File: src/rtl/pipeline_pkg.sv
// Shared pipeline definitions: multiply opcodes and multiply FSM states.
// Imported by the E-stage multiply sequencer, decoder and hazard unit.
package pipeline_pkg;

  typedef enum logic [1:0] {
    MUL_OP_MUL   = 2'b00,
    MUL_OP_MLA   = 2'b01,
    MUL_OP_UMULL = 2'b10,
    MUL_OP_SMULL = 2'b11
  } mul_op_e;

  typedef enum logic [1:0] {
    MUL_IDLE = 2'b00,
    MUL_RUN  = 2'b01,
    MUL_DONE = 2'b10
  } mul_state_e;

  // Magnitude of a two's-complement word; -2^31 maps to 0x80000000.
  function automatic logic [31:0] abs32(input logic [31:0] x);
    return x[31] ? -x : x;
  endfunction

endpackage

File: src/rtl/mul_shift_add.sv
// Operand/product datapath of the iterative multiplier.
// Ports: clk, reset, load (capture a/b, clear product), step (one
// partial-product add), a, b operands, product (64-bit accumulator).
module mul_shift_add #(
  parameter int BITS_PER_CYCLE = 2
) (
  input  logic        clk,
  input  logic        reset,
  input  logic        load,
  input  logic        step,
  input  logic [31:0] a,
  input  logic [31:0] b,
  output logic [63:0] product
);

  logic [63:0] mcand_q;
  logic [31:0] mplier_q;
  logic [63:0] prod_q;
  logic [63:0] pp;

  // Multiplicand is pre-shifted each step, so the partial product
  // is just mcand times the next low-order multiplier digit.
  always_comb begin
    pp = mcand_q * 64'(mplier_q[BITS_PER_CYCLE-1:0]);
  end

  always_ff @(posedge clk) begin
    if (reset) begin
      mcand_q  <= '0;
      mplier_q <= '0;
      prod_q   <= '0;
    end else if (load) begin
      mcand_q  <= {32'b0, a};
      mplier_q <= b;
      prod_q   <= '0;
    end else if (step) begin
      mcand_q  <= mcand_q << BITS_PER_CYCLE;
      mplier_q <= mplier_q >> BITS_PER_CYCLE;
      prod_q   <= prod_q + pp;
    end
  end

  assign product = prod_q;

endmodule

File: src/rtl/mul_seq_ctrl.sv
// E-stage multiply sequencer: FSM, counter, sign fix-up, MLA add.
// Ports: clk, reset, StartMulE/MulOpE/SrcAE/SrcBE/SrcCE/KillE in;
// MulBusyE (stall), MulDoneE (pulse), MulResLoE/MulResHiE out.
module mul_seq_ctrl
  import pipeline_pkg::*;
#(
  parameter int BITS_PER_CYCLE = 2
) (
  input  logic        clk,
  input  logic        reset,
  input  logic        StartMulE,
  input  logic [1:0]  MulOpE,
  input  logic [31:0] SrcAE,
  input  logic [31:0] SrcBE,
  input  logic [31:0] SrcCE,
  input  logic        KillE,
  output logic        MulBusyE,
  output logic        MulDoneE,
  output logic [31:0] MulResLoE,
  output logic [31:0] MulResHiE
);

  localparam int N_ITER = 32 / BITS_PER_CYCLE;

  mul_state_e  state_q, state_d;
  logic [5:0]  count_q;
  mul_op_e     op_q;
  logic [31:0] srcc_q;
  logic        neg_q;
  logic [63:0] res_q;

  logic        load;
  logic        step;
  logic        is_smull;
  logic [31:0] a_ld;
  logic [31:0] b_ld;
  logic [63:0] prod;
  logic [63:0] fin;

  assign is_smull = (MulOpE == MUL_OP_SMULL);
  assign load = (state_q == MUL_IDLE) & StartMulE & ~KillE;
  assign step = (state_q == MUL_RUN);
  assign a_ld = is_smull ? abs32(SrcAE) : SrcAE;
  assign b_ld = is_smull ? abs32(SrcBE) : SrcBE;

  mul_shift_add #(
    .BITS_PER_CYCLE(BITS_PER_CYCLE)
  ) u_dp (
    .clk    (clk),
    .reset  (reset),
    .load   (load),
    .step   (step),
    .a      (a_ld),
    .b      (b_ld),
    .product(prod)
  );

  always_ff @(posedge clk) begin
    if (reset) state_q <= MUL_IDLE;
    else       state_q <= state_d;
  end

  always_ff @(posedge clk) begin
    if (reset) begin
      count_q <= '0;
      op_q    <= MUL_OP_MUL;
      srcc_q  <= '0;
      neg_q   <= 1'b0;
      res_q   <= '0;
    end else begin
      if (load) begin
        count_q <= 6'(N_ITER);
        op_q    <= mul_op_e'(MulOpE);
        srcc_q  <= SrcCE;
        neg_q   <= is_smull & (SrcAE[31] ^ SrcBE[31]);
      end else if (step) begin
        count_q <= count_q - 6'd1;
      end
      if (MulDoneE) res_q <= fin;
    end
  end

  always_comb begin
    state_d  = state_q;
    MulBusyE = 1'b0;
    MulDoneE = 1'b0;
    unique case (state_q)
      MUL_IDLE: begin
        MulBusyE = StartMulE & ~KillE;
        if (StartMulE) state_d = MUL_RUN;
      end
      MUL_RUN: begin
        MulBusyE = ~KillE;
        if (count_q == 6'd1) state_d = MUL_DONE;
      end
      MUL_DONE: begin
        MulDoneE = ~KillE;
        state_d  = MUL_IDLE;
      end
      default: state_d = MUL_IDLE;
    endcase
    // A flush wins over every transition.
    if (KillE) state_d = MUL_IDLE;
  end

  always_comb begin
    fin = prod;
    unique case (op_q)
      MUL_OP_MUL:   fin = {32'b0, prod[31:0]};
      MUL_OP_MLA:   fin = {32'b0, prod[31:0] + srcc_q};
      MUL_OP_UMULL: fin = prod;
      MUL_OP_SMULL: fin = neg_q ? -prod : prod;
      default:      fin = prod;
    endcase
  end

  // The live result is shown during DONE, the held copy otherwise.
  assign {MulResHiE, MulResLoE} = MulDoneE ? fin : res_q;

endmodule

File: config.mk
export PLATFORM = sky130hd
export DESIGN_NAME = mul_seq_ctrl
export DESIGN_NICKNAME = d
export VERILOG_FILES = /design/src/rtl/pipeline_pkg.sv /design/src/rtl/mul_shift_add.sv /design/src/rtl/mul_seq_ctrl.sv
export SDC_FILE = /design/constraint.sdc
export NUM_CORES = 1
export LEC_CHECK = 0
export CORE_MARGIN = 2
export CORE_UTILIZATION = 45
export DETAILED_ROUTE_END_ITERATION = 6
export PLACE_DENSITY_LB_ADDON = 0.25
export SKIP_LAST_GASP = 1
export SYNTH_ARGS = -nofsm -noshare
export SYNTH_HDL_FRONTEND = slang
export SYNTH_SLANG_ARGS = --single-unit
File: constraint.sdc
create_clock -name clk -period 4.9 [get_ports clk]
set_input_delay 1.225 -clock clk [delete_from_list [all_inputs] [get_ports clk]]
set_output_delay 1.225 -clock clk [all_outputs]
set_load 0.02 [all_outputs]
==> impl_metrics.yaml, run 1 <==
pwr:
  ir_drop_mv: 0.2736
  p_int_mw: 4.168
  clkPwrFrac: 0.472
  powerDensity_nw_per_um2: 233.7
  leakage_nw: 10.06
  switching_power_mw: 1.532
  seqPwrFrac: 0.404
  switching_share: 0.2688
  power_frac_comb: 0.124
routing:
  drc_errors: 0
  dr.pass1.iters: 6
  vias: 20348
  viasPerCell: 5.729
  drt_iter0_markers: 1832
  routedWlPerCell_um: 19.09
  final_antenna_net_count: 0
  wirelength_mm: 67.80
floorplanning:
  initial_core_util: 0.4574
  rows: 77
  dieArea_um2: 46760
  die_w_um: 216.2
  core-area_um2: 44320
  num_io_pins: 168
  die_h_um: 216.2
worst_setup_path:
  worstSetupEndpointType: "output port"
  crit_fanout: 3
  reg2regPathDepth: 18
  critical_path_arrival_ps: 3690
  critPathKind: "reg2out"
  start_kind: "register"
  slowest_stage: "a221o_1"
  cp_cell_sequence: "ha_1, a211oi_4, o2111ai_2, a22oi_2, a21oi_1, a221o_1, a41o_1, a31oi_1, xnor2_1, a211oi_2, nor2_1, buf_2"
  critPathBufInv: 1
  cpPeakStageDelay_ps: 390
  path_depth: 12
  cp.required_ps: 3670
  cp_top_family: "compound AO/OA/AOI/OAI gates"
place:
  dp_hpwl_mm: 51.35
  pre_cts_slack_ps: -17.94
  dpl_cell_area_um2: 22910
  port-buffer-count: 167
  gp_congestion: 0.9260
sta:
  min_period_over_period: 1.002
  hold_viol_final: 0
  fmax_mhz: 203.6
  holdWs_ps: 454.5
  rsz0062_at_grt: "yes"
  fin_tns_setup_ps: -12.02
  tightest_slew_ps: 1141
  fin_crit_ps: 4912
  slew_headroom: 0.2386
  maxSlewViolCount: 0
  fin_skew_ps: 13.55
  setup_slack_ps: -12.02
  setup_viol: 1
finish:
  final_area_um2: 24390
  diodes: 0
  fin_nets: 3201
  multi_input_area_um2: 13820
  drive_gt1_frac: 0.09628
  syn2layout_area_growth_pct: 20.33
  nFillCells: 4295
  seqCellArea_um2: 5360
synth:
  synth_edf_count: 0
  synthTopCellsByCount: "nand2_1, a21oi_1, dfxtp_1, inv_1, nor2_1"
  synthArstFlopShare: 0
  synth.avg_cell_area_um2: 7.283
  ys_ff_latch: 267
  synth_flop_cell: "dfxtp_1"
  synth_top_area_cell: "dfxtp_1"
  synth_nets: 3048
  yosysSeqAreaShare: 0.2637
  ys_types: 70
  yosysTopAreaCellShare: 0.2637
  yosysWarnings: 0
  syn_area_um2: 20270
  ys_top_cells_by_area: "dfxtp_1, nand2_1, a21oi_1"
  synth_cells: 2783
  yosysMostFrequentCell: "nand2_1"
job:
  maxCapViolCount: 0
cts:
  cts.hold.buffers_added: 0
  numCtsBuffers: 31
  cts_root_buffer: "clkbuf_16"
  clock_sinks: 267
  clk_pin_slew_ps: 60
  clock_path_buffers: 3
  clock_latency_ps: 610
  cts_tree: "built"
  htree_levels: 1
hold_path:
  hp-class: "reg2reg"
  hold-path-cell-count: 2
global_route:
  grt_overflow: 0
  grt_max_degree: 98
  grt_pass1_vias: 19084
  antenna_found_initial: 0
  grt_pass1_wl_mm: 106.8
  grt_use_total: 0.2824
run_status:
  status: "complete, but fails checks"
  violations: "negative setup slack"
[worst min-delay path: cells and delay by family, from the launching register on]
family / cells / cell delay [ps]
AOI/OAI and AO/OA: 1 / 50
DFF: 1 / 310
and+or+nand+nor: 1 / 50
[flip-flops by register name, indices dropped and copies added (netlist names)]
| register | count |
|---|---|
| res_q | 64 |
| u_dp.mcand_q | 64 |
| u_dp.product | 64 |
| srcc_q | 32 |
| u_dp.mplier_q | 32 |
| count_q | 6 |
| op_q | 2 |
| state_q | 2 |
| neg_q | 1 |
[stage by stage]
| step | power (mW) | util | cells |
|---|---|---|---|
| after floorplan | 2.729 | - | 2783 |
| after global placement | 3.006 | 0.5169 | 3484 |
| after detailed placement | 3.017 | 0.5169 | 3484 |
| after CTS | 5.710 | 0.5449 | 3542 |
| after global routing | 5.895 | 0.5503 | 3552 |
| final | 5.700 | 0.5503 | 3552 |
[path summary, 6_finish.rpt]
kind                           from                 to  slack [ps]
hold / removal    u_dp.mplier_q[23]  u_dp.mplier_q[23]         450
setup / recovery          srcc_q[1]      MulResLoE[29]         -10
setup reg to reg   u_dp.mplier_q[1]   u_dp.product[45]         230
hold reg to reg   u_dp.mplier_q[23]  u_dp.mplier_q[23]         450
[routing by layer]
layer | global-route usage | vias to the layer above | routed length (um)
met4 | 0.05548 | 0 | 1024
met2 | 0.4283 | 756 | 28900
met1 | 0.4348 | 9662 | 33430
met3 | 0.02470 | 82 | 4449
met5 | 0 | - | 0
li1 | - | 9848 | -
[power by group through the flow]
stage | logic, mW | clock network [mW] | registers, mW
after floorplan | 0.411 | 0 | 2.32
after global placement | 0.663 | 0 | 2.34
after detailed placement | 0.673 | 0 | 2.34
after CTS | 0.684 | 2.73 | 2.30
after global routing | 0.772 | 2.82 | 2.31
final | 0.708 | 2.69 | 2.30
[area by class of cell]
cell class	instances	area share
clock inverter	18	0.01298
inverter	220	0.03386
timing repair buffer	282	0.1013
sequential	267	0.2198
multi-input combinational	2134	0.5667
clock buffer	39	0.03509
tap	592	0.03037
[cells in the final DEF (no fill, tap or decap), types with 29 or more instances in the layout]
master / n
a21o_1: 50
a21oi_1: 295
a31oi_1: 39
buf_4: 117
clkbuf_16: 31
clkdlybuf4s50_1: 114
dfxtp_1: 255
fa_1: 63
ha_1: 97
inv_1: 215
nand2_1: 574
nand3_1: 42
nor2_1: 156
nor2b_1: 67
nor3_1: 43
o21ai_0: 99
o21ai_1: 29
o221ai_1: 34
xnor2_1: 121
xor2_1: 56
[cell families after synthesis]
group	after synthesis	share of synthesized area
buf+inv	382	0.07099
xor+xnor	178	0.07691
mux	18	0.008889
compound gates	742	0.2293
simple gates	1033	0.2259
fa+ha+maj	163	0.1243
flops	267	0.2637
[timing repair]
item | CTS | global route
pin swaps | 5 | 26
endpoints found under the hold margin | 0 | 0
cloned | 0 | 0
setup buffers | 1 | 10
resized for setup | 115 | 102
endpoints found under the setup margin | 53 | 51
No activity file was read; power rests on OpenSTA's default activity.
==> run 2: changes to the inputs <==
- ABC_AREA: default -> 1
- CORE_MARGIN: 2 -> default
- CORE_UTILIZATION: 45 -> 42
==> impl_metrics.yaml, run 2 <==
cts:
  numCtsBuffers: 31
  clock_path_buffers: 3
  clock_latency_ps: 610
  htree_levels: 1
  cts_tree: "built"
  cts_root_buffer: "clkbuf_16"
  clk_pin_slew_ps: 60
  clock_sinks: 267
sta:
  hold_viol_final: 0
  fin_skew_ps: 21.02
  tightest_slew_ps: 1080
  slew_headroom: 0.2801
  rsz0062_at_grt: "no"
  setup_viol: 0
  fmax_mhz: 206.8
  fin_crit_ps: 4836
  fin_tns_setup_ps: 0
  min_period_over_period: 0.9870
  maxSlewViolCount: 0
finish:
  final_common_cell: "nand2_1"
  drive_gt1_frac: 0.04772
  final_cell_mix: "nand2_1, inv_1, nor2_1, a21oi_1, dfxtp_1"
  syn2layout_area_growth_pct: 15.16
  fin_nets: 4368
  fin_util: 0.4912
  diodes: 0
hold_path:
  hp-class: "reg2reg"
  hold_start: "u_dp.mplier_q[3]"
pwr:
  p_int_mw: 4.256
  switching_share: 0.3149
  leakage_nw: 13.43
  ir_drop_mv: 0.2712
  switching_power_mw: 1.956
  powerDensity_nw_per_um2: 229.1
  clkPwrFrac: 0.417
  seqPwrFrac: 0.382
  power_frac_comb: 0.201
worst_setup_path:
  r2r-start: "u_dp.mplier_q[1]"
  cp_top_family: "buffers and inverters"
  reg2reg_slack_ps: 1130
  cpPeakStageDelay_ps: 650
  cp_cell_sequence: "clkdlybuf4s50_1, nor3_4, buf_4, buf_4, buf_4, or2_2, inv_1, a31oi_1, clkdlybuf4s50_1"
  slowest_stage: "clkdlybuf4s50_1"
  crit-reg2reg-capture: "u_dp.product[43]"
  startpoint: "KillE"
  crit_fanout: 16
  cp_common_cell: "buf_4"
  path_depth: 9
  start_kind: "input port"
  reg2regPathDepth: 21
  critPathBufInv: 6
  critical_path_arrival_ps: 3610
  cp.required_ps: 3670
  crit_end: "MulResLoE[9]"
  critPathKind: "in2out"
  worstSetupEndpointType: "output port"
routing:
  final_antenna_net_count: 0
  vias: 25517
  dr.pass1.iters: 5
  routedWlPerCell_um: 16.71
  viasPerCell: 5.233
  drt_iter0_markers: 2226
  wirelength_mm: 81.47
  drc_errors: 0
global_route:
  grt_pass1_vias: 23440
  grt_use_total: 0.2823
  grt_pass1_wl_mm: 127.4
  grt_overflow: 0
  antenna_found_initial: 1
  grt_max_degree: 96
run_status:
  status: "complete, no violations"
job:
  maxCapViolCount: 0
synth:
  yosysWarnings: 0
  yosysSeqAreaShare: 0.2270
  synth_cells: 4001
  syn_area_um2: 23550
  ys_ff_latch: 267
  ys_top_cells_by_area: "dfxtp_1, nand2_1, inv_1"
  synthTopCellsByCount: "nand2_1, inv_1, nor2_1, a21oi_1, dfxtp_1"
  synth_edf_count: 0
  synth_flop_cell: "dfxtp_1"
  synthArstFlopShare: 0
  synth_nets: 4266
  ys_types: 53
  yosysTopAreaCellShare: 0.2270
  synth_top_area_cell: "dfxtp_1"
  yosysMostFrequentCell: "nand2_1"
  synth.avg_cell_area_um2: 5.885
floorplanning:
  num_io_pins: 168
  rows: 86
  initial_core_util: 0.4266
  core-area_um2: 55200
  dieArea_um2: 57010
  die_h_um: 238.8
  die_w_um: 238.8
place:
  dp_hpwl_mm: 64.61
  port-buffer-count: 167
  gp_congestion: 1.012
## run 2: worst min-delay path by stage
stage,to,slack [ps],cells after the start
floorplan,u_dp.mcand_q[63],440,2
global placement,u_dp.mplier_q[3],450,2
CTS,u_dp.mplier_q[3],460,2
detailed placement,u_dp.mplier_q[3],450,2
global route,u_dp.mplier_q[4],480,2
finish,u_dp.mplier_q[3],460,2
## run 2: metrics by stage
stage	cells	setup WS [ps]	power, mW	area, um^2	hold WS (ps)
floorplan	4001	1368	3.198	23550	441.2
global placement	4817	155.1	3.641	25940	450.9
detailed placement	4817	97.80	3.645	25940	452.5
CTS	4875	96.03	6.241	27080	462.3
global route	4876	0.1774	6.468	27120	480.2
finish	4876	63.81	6.213	27120	464.6
## run 2: what timing repair did
action | CTS | global route
buffers inserted | 0 | 1
resized for setup | 0 | 12
setup endpoints to repair | 0 | 12
hold buffers | 0 | 0
## run 2: area by class of cell
type / count / area, um^2
timing repair buffer: 197 / 1999
tap: 748 / 935.9
multi-input combinational: 3004 / 15430
clock buffer: 37 / 828.3
sequential: 267 / 5348
fill: 5872 / 28080
inverter: 602 / 2262
clock inverter: 21 / 307.8
## run 2: worst reg2reg max path: cells and delay by family, from the launching register on
kind | cells | cell delay, ps
adder cells (fa/ha/maj) | 3 | 1150
AND/OR/NAND/NOR | 13 | 1730
flip-flops | 1 | 330
buffers and inverters | 5 | 450
## run 2: routing by layer
layer	global-route usage	vias to the layer above	wire length, um
li1	-	12888	-
met1	0.4006	11583	37080
met2	0.4490	944	35740
met3	0.03533	102	6616
met4	0.07304	0	2040
met5	0	-	0
## run 2: kinds of logic (layout without fill, tap and decap cells)
kind of cell / Yosys count / after routing / synth area share
XOR/XNOR: 49 / 49 / 0.01823
adder cells (fa/ha/maj): 163 / 163 / 0.1070
AO/OA/AOI/OAI: 712 / 712 / 0.1598
flip-flops: 267 / 267 / 0.2270
buffers and inverters: 730 / 857 / 0.1184
AND/OR/NAND/NOR: 2080 / 2080 / 0.3695
## run 2: power groups by stage
stage	combinational [mW]	sequential [mW]	clock, mW
floorplan	0.827	2.37	0
global placement	1.23	2.42	0
detailed placement	1.23	2.42	0
CTS	1.24	2.37	2.64
global route	1.38	2.38	2.71
finish	1.25	2.37	2.59
==> run 3: changes to the inputs <==
- SKIP_CTS_REPAIR_TIMING: default -> 1
==> results of run 3 <==
Final layout, timing and power as in run 2 (identical DEF).
